$ cat config.mk
export PLATFORM = sky130hd
export DESIGN_NAME = unflatten_flat
export DESIGN_NICKNAME = d
export VERILOG_FILES = /design/src/rtl/unflatten_if.sv /design/src/rtl/unflatten.sv /design/src/flat_wrapper.sv
export SDC_FILE = /design/constraint.sdc
export NUM_CORES = 1
export LEC_CHECK = 0
export ABC_AREA = 1
export BUFFER_PORTS_ARGS = -buffer_cell sky130_fd_sc_hd__buf_4
export CAP_MARGIN = 20
export CELL_PAD_IN_SITES_DETAIL_PLACEMENT = 0
export CELL_PAD_IN_SITES_GLOBAL_PLACEMENT = 2
export CORE_AREA = 2 2 460 462
export CTS_CLUSTER_SIZE = 28
export DETAILED_ROUTE_END_ITERATION = 10
export DIE_AREA = 0 0 462 464
export PLACE_DENSITY_LB_ADDON = 0.1
export SYNTH_ARGS = -nofsm -noshare
export SYNTH_HDL_FRONTEND = slang
export SYNTH_SLANG_ARGS = --single-unit
$ cat constraint.sdc
create_clock -name clk -period 3.7 [get_ports clk]
set_input_delay 0.74 -clock clk [delete_from_list [all_inputs] [get_ports clk]]
set_output_delay 0.74 -clock clk [all_outputs]
set_load 0.1 [all_outputs]
$ cat src/rtl/unflatten_if.sv
// Bundles the serial-element input, packed-tensor output and status signals of unflatten.
// The master modport drives elements and consumes the tensor; the slave modport is the unflatten side.
interface unflatten_if #(
  parameter int BITWIDTH = 16,
  parameter int N        = 72
);
  logic                    start;
  logic [BITWIDTH-1:0]     data_in;
  logic                    data_in_valid;
  logic                    data_in_ready;
  logic [BITWIDTH*N-1:0]   data_out;
  logic                    data_out_valid;
  logic                    data_out_ready;
  logic                    done;
  logic                    ovf_err;

  modport master (
    output start, data_in, data_in_valid, data_out_ready,
    input  data_in_ready, data_out, data_out_valid, done, ovf_err
  );

  modport slave (
    input  start, data_in, data_in_valid, data_out_ready,
    output data_in_ready, data_out, data_out_valid, done, ovf_err
  );
endinterface

$ cat src/rtl/unflatten.sv
// Collects N = W*H*C serial elements into one packed tensor and holds it until taken.
// Optional feature: define UNFLATTEN_OVF_FLAG_EN for a sticky flag on elements offered in HOLD.
//
// state | meaning
// IDLE  | waiting for start; data_out keeps the previous tensor
// FILL  | accepting elements into slot cnt_q
// HOLD  | tensor complete, data_out_valid high until data_out_ready
module unflatten #(
  parameter int BITWIDTH    = 16,
  parameter int DATAWIDTH   = 3,
  parameter int DATAHEIGHT  = 3,
  parameter int DATACHANNEL = 8
) (
  input  logic        clk,
  input  logic        rst_n,
  input  logic        clken,
  unflatten_if.slave  bus
);
  localparam int N  = DATAWIDTH * DATAHEIGHT * DATACHANNEL;
  localparam int CW = (N > 1) ? $clog2(N) : 1;
  localparam logic [CW-1:0] LAST = CW'(N - 1);

  typedef enum logic [1:0] {IDLE, FILL, HOLD} state_t;

  state_t                state_q, state_d;
  logic [CW-1:0]         cnt_q, cnt_d;
  logic [BITWIDTH*N-1:0] data_out_q, data_out_d;
  logic                  done_q, done_d;
  logic                  accept;

  assign bus.data_in_ready  = clken & (state_q == FILL);
  assign accept             = bus.data_in_valid & bus.data_in_ready;
  assign bus.data_out       = data_out_q;
  assign bus.data_out_valid = (state_q == HOLD);
  assign bus.done           = done_q;

  always_comb begin
    state_d    = state_q;
    cnt_d      = cnt_q;
    data_out_d = data_out_q;
    done_d     = done_q;
    if (clken) begin
      done_d = 1'b0;
      case (state_q)
        IDLE: begin
          if (bus.start) begin
            state_d = FILL;
            cnt_d   = '0;
          end
        end
        FILL: begin
          if (accept) begin
            data_out_d[32'(cnt_q)*BITWIDTH +: BITWIDTH] = bus.data_in;
            // Wrap to 0 on the last element so the counter never exceeds N-1.
            if (cnt_q == LAST) begin
              state_d = HOLD;
              done_d  = 1'b1;
              cnt_d   = '0;
            end else begin
              cnt_d = cnt_q + CW'(1);
            end
          end
        end
        HOLD: begin
          if (bus.data_out_ready) state_d = IDLE;
        end
        default: state_d = IDLE;
      endcase
    end
  end

  always_ff @(posedge clk or negedge rst_n) begin
    if (!rst_n) begin
      state_q    <= IDLE;
      cnt_q      <= '0;
      data_out_q <= '0;
      done_q     <= 1'b0;
    end else begin
      state_q    <= state_d;
      cnt_q      <= cnt_d;
      data_out_q <= data_out_d;
      done_q     <= done_d;
    end
  end

`ifdef UNFLATTEN_OVF_FLAG_EN
  logic ovf_q, ovf_d;

  always_comb begin
    ovf_d = ovf_q;
    if (clken) begin
      if (state_q == IDLE && bus.start)             ovf_d = 1'b0;
      else if (state_q == HOLD && bus.data_in_valid) ovf_d = 1'b1;
    end
  end

  always_ff @(posedge clk or negedge rst_n) begin
    if (!rst_n) ovf_q <= 1'b0;
    else        ovf_q <= ovf_d;
  end

  assign bus.ovf_err = ovf_q;
`else
  assign bus.ovf_err = 1'b0;
`endif
endmodule

$ cat src/flat_wrapper.sv
// flat-port wrapper written by rule: the top's interface ports become plain ports
module unflatten_flat 
#(
  parameter int BITWIDTH    = 16,
  parameter int DATAWIDTH   = 3,
  parameter int DATAHEIGHT  = 3,
  parameter int DATACHANNEL = 8
)
  (clk, rst_n, clken, bus_start, bus_data_in, bus_data_in_valid, bus_data_out_ready, bus_data_in_ready, bus_data_out, bus_data_out_valid, bus_done, bus_ovf_err);
  unflatten_if #(.BITWIDTH(BITWIDTH), .N((72))) bus_i ();
  input  logic clk;
  input  logic rst_n;
  input  logic clken;
  input wire logic [$bits(bus_i.start)-1:0] bus_start;
  input wire logic [$bits(bus_i.data_in)-1:0] bus_data_in;
  input wire logic [$bits(bus_i.data_in_valid)-1:0] bus_data_in_valid;
  input wire logic [$bits(bus_i.data_out_ready)-1:0] bus_data_out_ready;
  output wire logic [$bits(bus_i.data_in_ready)-1:0] bus_data_in_ready;
  output wire logic [$bits(bus_i.data_out)-1:0] bus_data_out;
  output wire logic [$bits(bus_i.data_out_valid)-1:0] bus_data_out_valid;
  output wire logic [$bits(bus_i.done)-1:0] bus_done;
  output wire logic [$bits(bus_i.ovf_err)-1:0] bus_ovf_err;
  assign bus_i.start = bus_start;
  assign bus_i.data_in = bus_data_in;
  assign bus_i.data_in_valid = bus_data_in_valid;
  assign bus_i.data_out_ready = bus_data_out_ready;
  assign bus_data_in_ready = bus_i.data_in_ready;
  assign bus_data_out = bus_i.data_out;
  assign bus_data_out_valid = bus_i.data_out_valid;
  assign bus_done = bus_i.done;
  assign bus_ovf_err = bus_i.ovf_err;
  unflatten #(.BITWIDTH(BITWIDTH), .DATAWIDTH(DATAWIDTH), .DATAHEIGHT(DATAHEIGHT), .DATACHANNEL(DATACHANNEL)) u_core (.clk(clk), .rst_n(rst_n), .clken(clken), .bus(bus_i));
endmodule
==> results of run 1 <==
-- worst register-to-register path: stages (launching register included) --
cell and delay (ns):
dfrtp_1 0.40, inv_1 0.12, ha_2 0.20, or2_1 0.26, nand2_4 0.25, nand2_1 0.73, nor3_1 0.89, nand2_1 0.12
buf_4 0.28, nand2_1 0.11, o21ai_1 0.07
-- how the worst min path moves through the flow --
stage / startpoint / end / slack [ns]
after global routing: bus_data_in[5] / u_core.bus.data_out[5]$_DFFE_PN0P_ / 0.19
after global placement: u_core.bus.data_out[865]$_DFFE_PN0P_ / u_core.bus.data_out[865]$_DFFE_PN0P_ / 0.46
final: bus_data_in[5] / u_core.bus.data_out[5]$_DFFE_PN0P_ / 0.22
after CTS: bus_data_in[5] / u_core.bus.data_out[5]$_DFFE_PN0P_ / 0.14
after detailed placement: u_core.bus.data_out[715]$_DFFE_PN0P_ / u_core.bus.data_out[715]$_DFFE_PN0P_ / 0.46
after floorplan: rst_n / u_core.bus.data_out[0]$_DFFE_PN0P_ / 0.44
-- Yosys cell counts --
cell type	count
nand2_1	2289
nand3b_1	16
nor2_1	586
nand4_2	4
nor2_4	6
o21ai_1	395
o311ai_0	1
nor4_1	1
buf_6	1
o21a_1	1
inv_1	158
buf_2	175
inv_2	15
a2bb2oi_1	1
dfrtp_1	1162
nor3_1	104
nor3_4	2
buf_1	32
nor2_2	13
conb_1	1
ha_1	3
o21ai_0	137
nor3_2	3
a21oi_1	3
or2_1	1
nand2_2	6
nand4_1	157
clkbuf_1	243
clkinv_1	1
o31ai_1	1
nand3_2	6
buf_4	17
nand3_1	748
-- state kept, by name, summed over array words and instances, names as in the netlist --
register,cells
u_core.bus.data_out,1152
u_core.state_q,2
u_core.cnt_q,7
u_core.bus.done,1
-- cell usage in the layout, fill, tap and decap left out, drive strengths merged --
master / synthesis / layout
diode: 0 / 8
nand4: 161 / 161
dlygate4sd3: 0 / 1
clkbuf: 243 / 232
clkinvlp: 0 / 1
o21ai: 532 / 532
o31ai: 1 / 1
nor4: 1 / 1
nor2: 605 / 605
buf: 225 / 1445
o21a: 1 / 1
dfrtp: 1162 / 1162
bufinv: 0 / 4
a21oi: 3 / 3
nor3: 109 / 109
nand3b: 16 / 16
inv: 173 / 177
nand2: 2295 / 2295
a2bb2oi: 1 / 1
ha: 3 / 3
clkinv: 1 / 20
conb: 1 / 1
o311ai: 1 / 1
or2: 1 / 1
nand3: 754 / 754
-- metal layers --
layer  share of wire [%]  vias to the layer above  GRT usage, %
met5                   0                        -             0
met4                 3.7                        0          10.1
met3                 6.8                      347          6.85
met2                  49                     1640          47.3
met1                  41                    24863          34.7
li1                    -                    22656             -
-- layout make-up --
class,instances,area [um^2]
Antenna cell,8,20.0
Clock buffer,232,4430
Clock inverter,28,320
Fill cell,22602,140000
Inverter,174,669
Multi-Input combinational cell,4485,19500
Sequential cell,1162,29100
Tap cell,2805,3510
Timing Repair Buffer,1446,11300
-- where the power goes --
part	total, mW	switching, mW	internal (mW)
Combinational	12.8	11.0	1.83
Clock	14.6	6.08	8.49
Sequential	12.9	0.0629	12.8
Total	40.2	17.1	23.1
-- cells by family after synthesis --
family / Yosys count / synth area share [%]
adder cells (fa/ha/maj): 3 / 0.0735
flip-flops: 1162 / 56.9
AO/OA/AOI/OAI: 539 / 5.31
other: 1 / 0.00734
buffers and inverters: 642 / 5.29
AND/OR/NAND/NOR: 3942 / 32.4
-- through the flow --
stage          util [%]  hold WS, ns  cells  setup slack [ns]  cell area [um^2]
2_1_floorplan         -        0.444   6289             0.532             51100
3_3_place_gp       30.6        0.459  10067             0.193             64000
3_5_place_dp       30.6        0.461  10071             0.234             64100
4_1_cts            32.9        0.143  10332             0.209             68800
5_1_grt            32.9        0.192  10339            0.0124             68800
6_report           32.9        0.217  10340             0.140             68800
-- repair_timing --
item	CTS	global route
hold buffers	1	0
endpoints found under the hold margin	55	0
buffers inserted	0	0
==> out/results.ini, run 1 <==
[outcome]
outcome=complete, no violations

[worst_setup_path]
crit_start=u_core.cnt_q[1]$_DFFE_PN0P_
r2r-start=u_core.cnt_q[1]$_DFFE_PN0P_
crit_chain=inv_1 -> ha_2 -> or2_1 -> nand2_4 -> nand2_1 -> nor3_1 -> nand2_1 -> buf_4 -> nand2_1 -> o21ai_1
crit_type=register to register
max_stage_delay_ns=0.88
path_max_fanout=32
cp_common_cell=nand2_1
start_kind=register
critPathTopFamily=simple AND/OR/NAND/NOR gates
endpoint=u_core.bus.data_out[226]$_DFFE_PN0P_
arrival_ns=4.24
crit_buf_inv=2
reg2reg_slack_ns=0.14
cp.depth=10
worst_path_max_delay_cell=nor3_1
r2r_cells=10
crit_required_ns=4.38
r2r_end=u_core.bus.data_out[226]$_DFFE_PN0P_
worstSetupEndpointType=register

[clocking]
clk_latency_ns=0.82
numCtsBuffers=150
cts.repair.resized=0
cts-root-buf=clkbuf_16
clk_pin_slew_ns=0.07
cts_buffer_depth=3
cts_tree=built
cts.htree.levels=4
clock_sinks=1162

[sta]
slew_headroom_pct=21.8
slew_violations=0
final.period_utilization_pct=96.2
fin_crit_ns=3.56
hold_violations=0
skew_ns=0.0311
rsz0062_at_grt=false
finalSetupViolCount=0
max_freq_ghz=0.281
max_slew.worst_pin.slew_ns=1.17
tns_ns=0

[floorplan]
initial_core_util_pct=24.4
core_area_um2=209000
die_area_um2=214000
die_h_um=464
io_pins=1178
rows=168
die_x_um=462

[yosys]
syn_avg_cell_area_um2=8.12
yosysWarningCount=0
synth_area_leaders=dfrtp_1 57%, nand2_1 17%, nand3_1 7.3%
ys_seq_area_share_pct=56.9
netlist_instances=6289
synthesis.area_um2=51100
synth_top_area_share_pct=56.9
ys_types=33
synth.largest_area_cell=dfrtp_1
synth-seq-cells=1162
synthesis.nets=6314

[power]
vdd_drop_max_v=0.000718
p_per_area_nw_per_um2=584
finalPower_mw=40.2
p_leak_nw=34.6

[place]
place_congestion=0.873
io_buffers=1176
dp_hpwl_um=233000

[global_routing]
overflow=0
grt_start_max_net_pins=115
antenna_found_initial=14
grt_pass1_wl_um=422000
grt_usage_pct=28.1
grt_pass1_vias=49228

[route]
vias=49506
drc=0
totalWireLength_um=308000
wire_per_inst_um=29.8
first_iter_violations=4118
dr.pass1.iters=5
antenna_left=0
avgViaCountPerCell=4.79

[hold_path]
whs_path_depth=3
hp-class=input port to register

[flow_run]
cap_violations=0

[layout]
layout.nets=7444
final_layout_size_suffix_gt1_share_pct=23.2
areaGrowthSynthToFinish_pct=34.8

(Power assumes the default switching activity.)
==> run 2, diff against run 1 <==
==> constraint.sdc (replaced) <==
create_clock -name clk -period 3.7 [get_ports clk]
set_input_delay 0.185 -clock clk [delete_from_list [all_inputs] [get_ports clk]]
set_output_delay 0.185 -clock clk [all_outputs]
set_load 0.1 [all_outputs]
==> run 2 against run 1 <==
  * Die area is the same
  * Global-route usage up 0.062 points
  * Critical path depth is 1 higher
  * Count of clock-buffer cells in the layout rose by 9
  * Worst hold slack improved by 0.094 ns
  * Setup slack gained 0.11 ns
  * Fmax grew 3.1%
  * Register-to-register slack improved by 0.11 ns
  * Core utilization grew 0.22 points
  * Clock skew is 0.0054 ns lower
  * Flip-flop and latch count unchanged
  * Sequential share of layout area down 0.28 points
  * Largest cell class unchanged
==> out/results.ini, run 2 (synthesis gave the netlist of run 1 again) <==
[outcome]
outcome=complete, no violations

[worst_setup_path]
path_max_fanout=23  ; -28%
arrival_ns=4.19  ; -0.05 ns
crit_required_ns=4.44  ; +0.06 ns
crit_buf_inv=4  ; +2
critPathTopFamily=simple AND/OR/NAND/NOR gates
max_stage_delay_ns=0.63  ; -0.25 ns
reg2reg_slack_ns=0.25  ; +0.11 ns
worstSetupEndpointType=register
cp_common_cell=inv_1
crit_type=register to register
start_kind=register
crit_chain=inv_1 -> ha_1 -> or2_1 -> nand2_4 -> inv_2 -> buf_4 -> nor2_1 -> nand2_1 -> inv_1 -> nand3_1 -> o21ai_1
worst_path_max_delay_cell=nor2_1

[floorplan]
core_area_um2=209000  ; unchanged
rows=168  ; unchanged
die_area_um2=214000  ; unchanged
io_pins=1178  ; unchanged
initial_core_util_pct=24.4  ; unchanged
die_h_um=464  ; unchanged
die_x_um=462  ; unchanged

[place]
dp.cells=10074  ; +0.030%
place_ws_ns=0.000670  ; -0.233 ns
placed_area_um2=64100  ; about the same
place_congestion=0.869  ; -0.49%
io_buffers=1176  ; unchanged
dp_hpwl_um=233000  ; +0.17%

[sta]
max_slew.worst_pin.slew_ns=1.21  ; +0.0406 ns
tns_ns=0  ; unchanged
max_freq_ghz=0.290  ; +3.1%
fin_crit_ns=3.45  ; -0.107 ns
timing.hold.ws_ns=0.312  ; +0.0942 ns
slew_violations=0  ; unchanged
setup_slack_ns=0.247  ; +0.107 ns
skew_ns=0.0257  ; -0.00535 ns
finalSetupViolCount=0  ; unchanged
rsz0062_at_grt=false
slew_headroom_pct=19.4  ; -2.4 points
hold_violations=0  ; unchanged
final.period_utilization_pct=93.3  ; -2.9 points

[global_routing]
antenna_found_initial=15  ; +1
grt_pass1_wl_um=423000  ; about the same
grt_start_max_net_pins=114  ; -0.87%
overflow=0  ; unchanged
grt_usage_pct=28.2  ; +0.062 points
grt_pass1_vias=49317  ; +0.18%

[route]
antenna_left=0  ; unchanged
avgViaCountPerCell=4.79  ; about the same
first_iter_violations=4220  ; +2.5%
vias=49650  ; +0.29%
wire_per_inst_um=29.8  ; about the same
drc=0  ; unchanged
totalWireLength_um=309000  ; +0.34%
dr.pass1.iters=7  ; +2

[power]
p_per_area_nw_per_um2=589  ; +0.78%
p_leak_nw=34.8  ; +0.63%
finalPower_mw=40.8  ; +1.5%
vdd_drop_max_v=0.000722  ; +0.53%

[clocking]
cts-root-buf=clkbuf_16
clk_pin_slew_ns=0.06  ; about the same
cts.htree.levels=4  ; unchanged
cts_tree=built
numCtsBuffers=153  ; +2.0%
cts_buffer_depth=3  ; unchanged
clk_latency_ns=0.81  ; about the same
clock_sinks=1162  ; unchanged

[layout]
fill_cells=22446  ; -0.69%
largest_reg_flops=1152  ; unchanged
multi_input_area_um2=19500  ; unchanged
final_cell_mix=2286 x nand2_1, 1410 x buf_4, 1162 x dfrtp_1, 747 x nand3_1, 569 x nor2_1
areaGrowthSynthToFinish_pct=35.7
final_common_cell=nand2_1
final_area_um2=69300  ; +0.67%
final_layout_size_suffix_gt1_share_pct=23.4  ; +0.12 points
final_cells=10369  ; +0.28%
regArea_um2=29100  ; unchanged
layout.nets=7475  ; +0.42%
final_util_pct=33.1  ; +0.22 points

[hold_path]
hp-class=input port to register

[flow_run]
cap_violations=0  ; unchanged

[run 2: cell types whose count changed in the layout (fill, tap and decap cells not counted), moves of 4 or more]
cell,delta
dlygate4sd3_1,+22
clkbuf_8,+15
clkinv_2,-7
diode_2,-4
clkbuf_1,-8
[run 2: repair_timing]
action,CTS,global route
hold endpoints to repair,113,3
hold buffers,22,1
setup buffers,0,2
gates resized for setup,0,2
setup endpoints to repair,0,49
[run 2: worst min-delay path: cells and delay by family]
kind	cells	cell delay, ns
buf+inv	2	0.76
simple gates	1	0.06
compound gates	1	0.06
[run 2: layer usage]
| layer | part of all wire [%] | GRT usage [%] |
|---|---|---|
| met1 | 41 | 34.5 |
| met2 | 48 | 47.4 |
| met3 | 7.1 | 7.08 |
| met4 | 4.2 | 10.6 |
| met5 | 0.0026 | 0 |
[run 2: worst paths after layout]
| kind | from | endpoint | depth (start not counted) |
|---|---|---|---|
| max in group asynchronous | rst_n | u_core.bus.data_out[202]$_DFFE_PN0P_ | 4 |
| setup reg to reg | u_core.cnt_q[1]$_DFFE_PN0P_ | u_core.bus.data_out[600]$_DFFE_PN0P_ | 11 |
| setup / recovery | u_core.cnt_q[1]$_DFFE_PN0P_ | u_core.bus.data_out[600]$_DFFE_PN0P_ | 11 |
| min in group asynchronous | rst_n | u_core.bus.data_out[1145]$_DFFE_PN0P_ | 3 |
| hold reg to reg | u_core.bus.data_out[832]$_DFFE_PN0P_ | u_core.bus.data_out[832]$_DFFE_PN0P_ | 2 |
| hold / removal | bus_data_in[1] | u_core.bus.data_out[1]$_DFFE_PN0P_ | 4 |
[run 2: where the power goes]
group          leakage [nW]  switching (mW)  internal, mW
logic                  16.2            11.1          1.96
clock network          2.41            6.14          8.79
registers              16.2          0.0576          12.8
[run 2: final cells by class]
| type | instances | share of cell area (%) |
|---|---|---|
| sequential | 1162 | 42.0 |
| timing repair buffer | 1474 | 16.8 |
| antenna | 4 | 0.0144 |
| inverter | 174 | 0.966 |
| tap | 2805 | 5.06 |
| clock inverter | 24 | 0.379 |
| clock buffer | 241 | 6.72 |
| multi-input combinational | 4485 | 28.1 |
